<file path="config.mk">
export PLATFORM = sky130hd
export DESIGN_NAME = round_sequencer
export DESIGN_NICKNAME = d
export VERILOG_FILES = /design/src/rtl/round_sequencer.sv
export SDC_FILE = /design/constraint.sdc
export NUM_CORES = 1
export LEC_CHECK = 0
export BUFFER_PORTS_ARGS = -buffer_cell sky130_fd_sc_hd__buf_2
export CORE_MARGIN = 2
export CORE_UTILIZATION = 35
export DETAILED_ROUTE_END_ITERATION = 16
export PLACE_DENSITY = 0.56
export SLEW_MARGIN = 5
export SYNTH_ARGS = -nofsm -noshare
export SYNTH_HDL_FRONTEND = slang
export SYNTH_SLANG_ARGS = --single-unit
</file>
<file path="constraint.sdc">
create_clock -name clk -period 2.4 [get_ports clk]
set_input_delay 0.36 -clock clk [delete_from_list [all_inputs] [get_ports clk]]
set_output_delay 0.36 -clock clk [all_outputs]
set_load 0.01 [all_outputs]
</file>
<file path="src/rtl/round_sequencer.sv">
// ---------------------------------------------------------------------------
// round_sequencer
//  Game-round controller driving the time-bar block. It runs the round flow
//  MENU -> 3-2-1 COUNTDOWN -> PLAY -> LEVEL_UP / GAME_OVER, generates the
//  1 ms tick used by the time bar, and exposes countdown digit, level and an
//  encoded state for the text/overlay renderers.
//
//  Ports
//   clk          in   1  system/pixel clock
//   rst          in   1  synchronous reset, active-high
//   btn_start    in   1  debounced 1-cycle start/confirm pulse
//   player_fell  in   1  1-cycle pulse: player left the platforms
//   level_done   in   1  1-cycle pulse: level goal reached
//   elapsed      in   1  time-bar expired flag (level signal)
//   one_ms_tick  out  1  1-cycle pulse every CLK_PER_MS clk
//   bar_en       out  1  time-bar module enable
//   bar_start    out  1  time-bar start, 1-cycle pulse on PLAY entry
//   countdown    out  2  countdown digit 3..1, 0 outside COUNTDOWN
//   level        out  4  current level, 0-based, saturating
//   game_state   out  3  encoded state (0 MENU .. 4 GAME_OVER)
//   game_over    out  1  high while in GAME_OVER
//
//  Timing: the FSM registers the decision at the edge that samples an input;
//  the output register stage then presents it one edge later.
// ---------------------------------------------------------------------------
module round_sequencer #(
    parameter int CLK_PER_MS = 40000,
    parameter int COUNT_MS   = 1000,
    parameter int PAUSE_MS   = 500,
    parameter int MAX_LEVEL  = 15
) (
    input  logic       clk,
    input  logic       rst,
    input  logic       btn_start,
    input  logic       player_fell,
    input  logic       level_done,
    input  logic       elapsed,
    output logic       one_ms_tick,
    output logic       bar_en,
    output logic       bar_start,
    output logic [1:0] countdown,
    output logic [3:0] level,
    output logic [2:0] game_state,
    output logic       game_over
);

    localparam int DIV_W = (CLK_PER_MS > 2) ? $clog2(CLK_PER_MS) : 1;

    localparam logic [DIV_W-1:0] DIV_LAST = DIV_W'(CLK_PER_MS - 1);
    // The tick register is loaded one count early so it is high exactly
    // while the divider holds its last value.
    localparam logic [DIV_W-1:0] DIV_PRE  = DIV_W'(CLK_PER_MS - 2);
    localparam logic [9:0]       CNT_LAST = 10'(COUNT_MS - 1);
    localparam logic [9:0]       PSE_LAST = 10'(PAUSE_MS - 1);
    localparam logic [3:0]       LVL_MAX  = 4'(MAX_LEVEL);

    typedef enum logic [2:0] {
        S_MENU      = 3'd0,
        S_COUNTDOWN = 3'd1,
        S_PLAY      = 3'd2,
        S_LEVEL_UP  = 3'd3,
        S_GAME_OVER = 3'd4
    } state_t;

    logic [DIV_W-1:0] div_r;
    state_t           state_r;
    logic [9:0]       ms_cnt_r;
    logic [1:0]       cd_r;
    logic [3:0]       lvl_r;
    logic [3:0]       lvl_next_s;

    // Saturating level increment used on LEVEL_UP entry.
    always_comb begin
        lvl_next_s = lvl_r;
        if (lvl_r >= LVL_MAX) begin
            lvl_next_s = LVL_MAX;
        end else begin
            lvl_next_s = lvl_r + 4'd1;
        end
    end

    // Free-running 1 ms divider; the FSM never clears it.
    always_ff @(posedge clk) begin
        if (rst) begin
            div_r       <= '0;
            one_ms_tick <= 1'b0;
        end else begin
            if (div_r == DIV_LAST) begin
                div_r <= '0;
            end else begin
                div_r <= div_r + 1'b1;
            end
            one_ms_tick <= (div_r == DIV_PRE);
        end
    end

    // Round FSM: state, per-state millisecond counter, countdown digit, level.
    always_ff @(posedge clk) begin
        if (rst) begin
            state_r  <= S_MENU;
            ms_cnt_r <= 10'd0;
            cd_r     <= 2'd0;
            lvl_r    <= 4'd0;
        end else begin
            case (state_r)
                S_MENU: begin
                    if (btn_start) begin
                        state_r  <= S_COUNTDOWN;
                        ms_cnt_r <= 10'd0;
                        cd_r     <= 2'd3;
                        lvl_r    <= 4'd0;
                    end else if (one_ms_tick) begin
                        ms_cnt_r <= ms_cnt_r + 10'd1;
                    end
                end
                S_COUNTDOWN: begin
                    // btn_start and a stale elapsed are deliberately ignored here.
                    if (one_ms_tick) begin
                        if (ms_cnt_r == CNT_LAST) begin
                            ms_cnt_r <= 10'd0;
                            if (cd_r > 2'd1) begin
                                cd_r <= cd_r - 2'd1;
                            end else begin
                                state_r <= S_PLAY;
                                cd_r    <= 2'd0;
                            end
                        end else begin
                            ms_cnt_r <= ms_cnt_r + 10'd1;
                        end
                    end
                end
                S_PLAY: begin
                    // Losing outranks winning when both arrive together.
                    if (player_fell || elapsed) begin
                        state_r  <= S_GAME_OVER;
                        ms_cnt_r <= 10'd0;
                    end else if (level_done) begin
                        state_r  <= S_LEVEL_UP;
                        ms_cnt_r <= 10'd0;
                        lvl_r    <= lvl_next_s;
                    end else if (one_ms_tick) begin
                        ms_cnt_r <= ms_cnt_r + 10'd1;
                    end
                end
                S_LEVEL_UP: begin
                    if (one_ms_tick) begin
                        if (ms_cnt_r == PSE_LAST) begin
                            state_r  <= S_COUNTDOWN;
                            ms_cnt_r <= 10'd0;
                            cd_r     <= 2'd3;
                        end else begin
                            ms_cnt_r <= ms_cnt_r + 10'd1;
                        end
                    end
                end
                S_GAME_OVER: begin
                    if (btn_start) begin
                        state_r  <= S_MENU;
                        ms_cnt_r <= 10'd0;
                    end else if (one_ms_tick) begin
                        ms_cnt_r <= ms_cnt_r + 10'd1;
                    end
                end
                default: begin
                    // Unused encodings recover to MENU.
                    state_r  <= S_MENU;
                    ms_cnt_r <= 10'd0;
                    cd_r     <= 2'd0;
                end
            endcase
        end
    end

    // Output register stage decoded from the FSM state.
    always_ff @(posedge clk) begin
        if (rst) begin
            bar_en     <= 1'b0;
            bar_start  <= 1'b0;
            countdown  <= 2'd0;
            level      <= 4'd0;
            game_state <= 3'd0;
            game_over  <= 1'b0;
        end else begin
            level <= lvl_r;
            case (state_r)
                S_MENU: begin
                    bar_en     <= 1'b0;
                    bar_start  <= 1'b0;
                    countdown  <= 2'd0;
                    game_state <= 3'd0;
                    game_over  <= 1'b0;
                end
                S_COUNTDOWN: begin
                    bar_en     <= 1'b1;
                    bar_start  <= 1'b0;
                    countdown  <= cd_r;
                    game_state <= 3'd1;
                    game_over  <= 1'b0;
                end
                S_PLAY: begin
                    bar_en     <= 1'b1;
                    // game_state still shows the previous state on the first
                    // PLAY cycle, which makes bar_start a single pulse.
                    bar_start  <= (game_state != 3'd2);
                    countdown  <= 2'd0;
                    game_state <= 3'd2;
                    game_over  <= 1'b0;
                end
                S_LEVEL_UP: begin
                    bar_en     <= 1'b0;
                    bar_start  <= 1'b0;
                    countdown  <= 2'd0;
                    game_state <= 3'd3;
                    game_over  <= 1'b0;
                end
                S_GAME_OVER: begin
                    bar_en     <= 1'b0;
                    bar_start  <= 1'b0;
                    countdown  <= 2'd0;
                    game_state <= 3'd4;
                    game_over  <= 1'b1;
                end
                default: begin
                    bar_en     <= 1'b0;
                    bar_start  <= 1'b0;
                    countdown  <= 2'd0;
                    game_state <= 3'd0;
                    game_over  <= 1'b0;
                end
            endcase
        end
    end

endmodule

</file>
==> flow_summary.yaml, run 1 <==
timing:
  hold_viol: 0
  rsz0062_at_grt: "false"
  relSlewSlack: 0.293
  finalCriticalPeriod_ns: 2.05
  fin_skew_ns: 0.00878
  finalSetupTns_ns: 0
  worst-slew-pin-transition_ns: 1.06
  fmax_mhz: 487
  finalCritPeriodShare: 0.855
  layout_setup_ws_ns: 0.348
  setup_violations: 0
  slew_viol_final: 0
cts:
  cts_buffers: 5
  cts_resized: 0
  hold_buffers: 0
  clk_latency_ns: 0.30
  root_buffer: "clkbuf_8"
  clk_path_buf_depth: 2
  htree_levels: 2
  cts_tree: "built"
  clkTransAtPathRegs_ns: 0.09
  cts_sinks: 47
  cts_setup_buffers: 0
final_layout:
  drive_gt1_frac: 0.127
  areaGrowthSynthToFinish_pct: 12.1
  layout_common_cells: "dfxtp_1, nor2_1, a21oi_1, buf_2, nand2_1"
  n_antenna_cell: 0
  final_nets: 284
  final_common_cell: "dfxtp_1"
grt:
  grt_overflow: 0
  first_global_vias: 1735
  track_usage: 0.135
  grt_pass1_wl_um: 7870
  grt_max_degree: 21
  grt_antenna_before_repair: 0
placed_design:
  dpl_worst_slack_ns: 0.375
  globalplace.congestion: 0.797
  post-dp-hpwl_um: 3150
  place.port_buffers: 18
yosys:
  ys_seq_area_frac: 0.421
  yosys.area.top_type_share: 0.421
  synth_edf_count: 0
  ys_seq_elements: 47
  synth.area.top_cells: "dfxtp_1, a21oi_1, nor2_1"
  synth_cells: 256
  syn_area_um2: 2230
  syn_avg_cell_area_um2: 8.73
  syn_nets: 266
  synth-main-ff-cell: "dfxtp_1"
  synth_cell_types: 47
  yosys_warnings: 0
  synth_top_cell_by_area: "dfxtp_1"
  async_flop_share: 0
floorplanning:
  io-pin-count: 19
  die_w_um: 83.9
  rows: 29
  coreArea_um2: 6280
  die_height_um: 83.9
  die-area_um2: 7040
  start_util: 0.356
run_status:
  status: "complete, no violations"
drt:
  wl_um: 4450
  firstDrtPassIters: 4
  drc_errors: 0
  vias: 1853
  vias_per_cell: 5.26
  drtIter0Drc: 44
  routedWlPerCell_um: 12.6
  drtAntennaViolNets: 0
power_and_ir_drop:
  leakage_nw: 0.915
  p_per_area_nw_per_um2: 634
  irDropWorstVdd_v: 0.000373
flow_run:
  drv_cap: 0
setup_path:
  startpoint_type: "flop"
  cp-end-kind: "flop"
  path_class: "flop to flop"
  required_ns: 2.61
  crit_arrival_ns: 2.26
  crit_fanout: 8
min_path:
  hold_path.class: "input pin to flop"
## layer usage
metal	up-vias	routed length (um)	share of wire	track usage
met5	-	0	0	0
met4	0	66	0.015	0.0484
met3	5	146	0.033	0.0317
met2	29	2090	0.47	0.223
met1	861	2150	0.48	0.170
li1	958	-	-	-
## cell usage after synthesis (7+ instances only)
cell type,instances
dfxtp_1,47
nor3_1,11
xor2_1,10
nor2_1,24
nand2_1,16
clkbuf_1,11
nand3_1,12
a21oi_1,18
nor2b_1,8
nand4_1,7
## final cells by class
type,count,area (um^2)
fillers,649,3770
clock buffers,7,86.3
multi-input cells,191,1220
repair buffers,23,128
clock inverters,1,8.76
flip-flops and latches,47,941
well taps,77,96.3
inverters,6,22.5
## state kept, by name (all words and copies together), names as in the netlist
| register | cells |
|---|---|
| ms_cnt_r | 10 |
| lvl_r | 4 |
| div_r | 16 |
| one_ms_tick | 1 |
| cd_r | 2 |
| countdown | 2 |
| level | 4 |
| bar_start | 1 |
| state_r | 3 |
| game_state | 3 |
| bar_en | 1 |
## stage by stage
stage / cells / area, um^2 / power [mW] / util / hold WS, ns
after global placement: 344 / 2410 / 1.10 / 0.384 / 0.440
after detailed placement: 344 / 2410 / 1.10 / 0.384 / 0.468
after floorplan: 256 / 2230 / 1.03 / - / 0.425
final: 352 / 2500 / 1.59 / 0.399 / 0.378
after global routing: 352 / 2500 / 1.69 / 0.399 / 0.362
after CTS: 352 / 2500 / 1.62 / 0.399 / 0.357
## worst max-delay path: stages, from the launching register on
cell       delay, ns
dfxtp_1         0.46
nand4bb_1       0.19
a2111oi_4       0.55
nand2_2         0.13
or3_1           0.40
a221oi_2        0.23
## path summary, 6_finish.rpt
check | startpoint | endpoint | slack [ns] | depth (start not counted)
worst max-delay path | ms_cnt_r[2] | state_r[1] | 0.35 | 5
worst min-delay path | player_fell | state_r[2] | 0.38 | 3
worst max register to register | ms_cnt_r[2] | state_r[1] | 0.35 | 5
worst min register to register | div_r[5] | one_ms_tick | 0.49 | 2
## kinds of logic (layout without fill, tap and decap cells)
logic type      count (synthesis)  count (layout)  share of synthesized area
mux                             4               4                     0.0185
buf+inv                        18              37                     0.0319
simple gates                  121             121                      0.302
xor+xnor                       14              14                     0.0549
flops                          47              47                      0.421
compound gates                 48              48                      0.149
fa+ha+maj                       4               4                     0.0224
## where the power goes
part	total (mW)	switching (mW)	leakage (nW)	internal, mW
clock network	0.506	0.269	0.0484	0.236
logic	0.239	0.138	0.486	0.101
registers	0.842	0.0339	0.381	0.809
Note: power is estimated with default switching activity, not from simulation.
==> inputs of run 2 (changes only) <==
--- a/config.mk
+++ b/config.mk
@@ -9,7 +9,7 @@
 export CORE_MARGIN = 2
 export CORE_UTILIZATION = 35
 export DETAILED_ROUTE_END_ITERATION = 16
-export PLACE_DENSITY = 0.56
+export PLACE_DENSITY = 0.58
 export SLEW_MARGIN = 5
 export SYNTH_ARGS = -nofsm -noshare
 export SYNTH_HDL_FRONTEND = slang
==> constraint.sdc (replaced) <==
create_clock -name clk -period 1.81 [get_ports clk]
set_input_delay 0.2715 -clock clk [delete_from_list [all_inputs] [get_ports clk]]
set_output_delay 0.2715 -clock clk [all_outputs]
set_load 0.01 [all_outputs]
==> flow_summary.yaml, run 2 (synthesis results as in run 1) <==
run_status:
  status: "complete, no violations"
cts:
  cts_tree: "built"
  cts_buffers: 5
  hold_buffers: 0
  cts_sinks: 47
  clk_latency_ns: 0.31
  clk_path_buf_depth: 2
  root_buffer: "clkbuf_8"
  htree_levels: 2
  clkTransAtPathRegs_ns: 0.08
timing:
  rsz0062_at_grt: "true"
  fmax_mhz: 568
  hold_viol: 0
  slew_viol_final: 0
  worst-slew-pin-transition_ns: 0.473
  layout_setup_ws_ns: 0.0501
  setup_violations: 0
  finalCritPeriodShare: 0.972
  relSlewSlack: 0.684
  fin_skew_ns: 0.00583
  finalCriticalPeriod_ns: 1.76
drt:
  wl_um: 4760
  drc_errors: 0
  vias_per_cell: 5.23
  vias: 1952
  drtIter0Drc: 57
  routedWlPerCell_um: 12.7
  firstDrtPassIters: 6
  drtAntennaViolNets: 0
final_layout:
  final_nets: 305
  layout_common_cells: "dfxtp_1, buf_4, nor2_1"
  post-route-util: 0.435
  drive_gt1_frac: 0.216
  areaGrowthSynthToFinish_pct: 22.3
  finalInstanceArea_um2: 2730
  final_common_cell: "dfxtp_1"
  n_antenna_cell: 0
  top_regs: "div_r: 16 flops, ms_cnt_r: 10 flops"
  largest_register_ffs: 16
  regMostFlops: "div_r"
setup_path:
  path_class: "flop to flop"
  crit_arrival_ns: 1.95
  slowest_stage: "dfxtp_4"
  cp_cell_sequence: "or3b_1 -> or3_4 -> o21bai_4 -> mux2_1"
  startpoint_type: "flop"
  crit_fanout: 6
  required_ns: 2.00
  ff2ff_setup_slack_ns: 0.05
  cp_slowest_stage_delay_ns: 0.38
  cp-end-kind: "flop"
flow_run:
  drv_cap: 0
floorplanning:
  io-pin-count: 19
  die_w_um: 83.9
  coreArea_um2: 6280
  die_height_um: 83.9
  start_util: 0.356
  die-area_um2: 7040
  rows: 29
power_and_ir_drop:
  p_per_area_nw_per_um2: 842
  irDropWorstVdd_v: 0.000482
  leakage_nw: 1.04
grt:
  grt_max_degree: 16
  track_usage: 0.136
  grt_pass1_wl_um: 7820
  grt_overflow: 0
  first_global_vias: 1732
  grt_antenna_before_repair: 0
placed_design:
  place_area_um2: 2560
  place.port_buffers: 18
  dpl_worst_slack_ns: 0.00261
  globalplace.congestion: 0.779
  post-dp-hpwl_um: 3430
min_path:
  hold_path.class: "input pin to flop"
-- run 2: layout make-up --
class	instances	area (um^2)
clock buffer	6	82.6
clock inverter	2	35.0
fill	634	3540
inverter	6	22.5
multi-input combinational	191	1260
sequential	47	946
tap	77	96.3
timing repair buffer	44	285
-- run 2: path summary, 6_finish.rpt --
| path | start | end | depth (start not counted) |
|---|---|---|---|
| worst min-delay path | player_fell | state_r[2] | 3 |
| worst max register to register | state_r[1] | lvl_r[1] | 4 |
| worst max-delay path | state_r[1] | lvl_r[1] | 4 |
| worst min register to register | div_r[5] | one_ms_tick | 2 |
-- run 2: critical path, delay by kind of cell, from the launching register on --
kind	cells	cell delay, ns
simple gates	2	0.72
flops	1	0.38
mux	1	0.34
compound gates	1	0.21
-- run 2: routing by layer --
metal  track usage  wire [um]  vias to the layer above
met4        0.0660        102                        0
met3        0.0277        158                        8
li1              -          -                      994
met2         0.220       2180                       37
met1         0.173       2310                      913
met5             0          0                        -
-- run 2: stage by stage --
step / hold slack, ns / instances / power (mW) / setup TNS [ns]
floorplan: 0.425 / 256 / 1.36 / 0
global placement: 0.443 / 364 / 1.50 / 0
detailed placement: 0.456 / 364 / 1.50 / 0
CTS: 0.283 / 372 / 2.31 / 0
global route: 0.314 / 373 / 2.41 / -0.117
finish: 0.283 / 373 / 2.30 / 0
-- run 2: power breakdown --
part	internal [mW]	leakage, nW	switching (mW)	total (mW)
Clock	0.447	0.0612	0.357	0.804
Sequential	1.07	0.382	0.0358	1.11
Combinational	0.178	0.599	0.208	0.386
-- run 2: repair_timing --
item	in CTS	in global routing
setup buffers	0	1
resized for setup	1	8
pin swaps	1	8
hold endpoints to repair	0	0
endpoints found under the setup margin	3	11
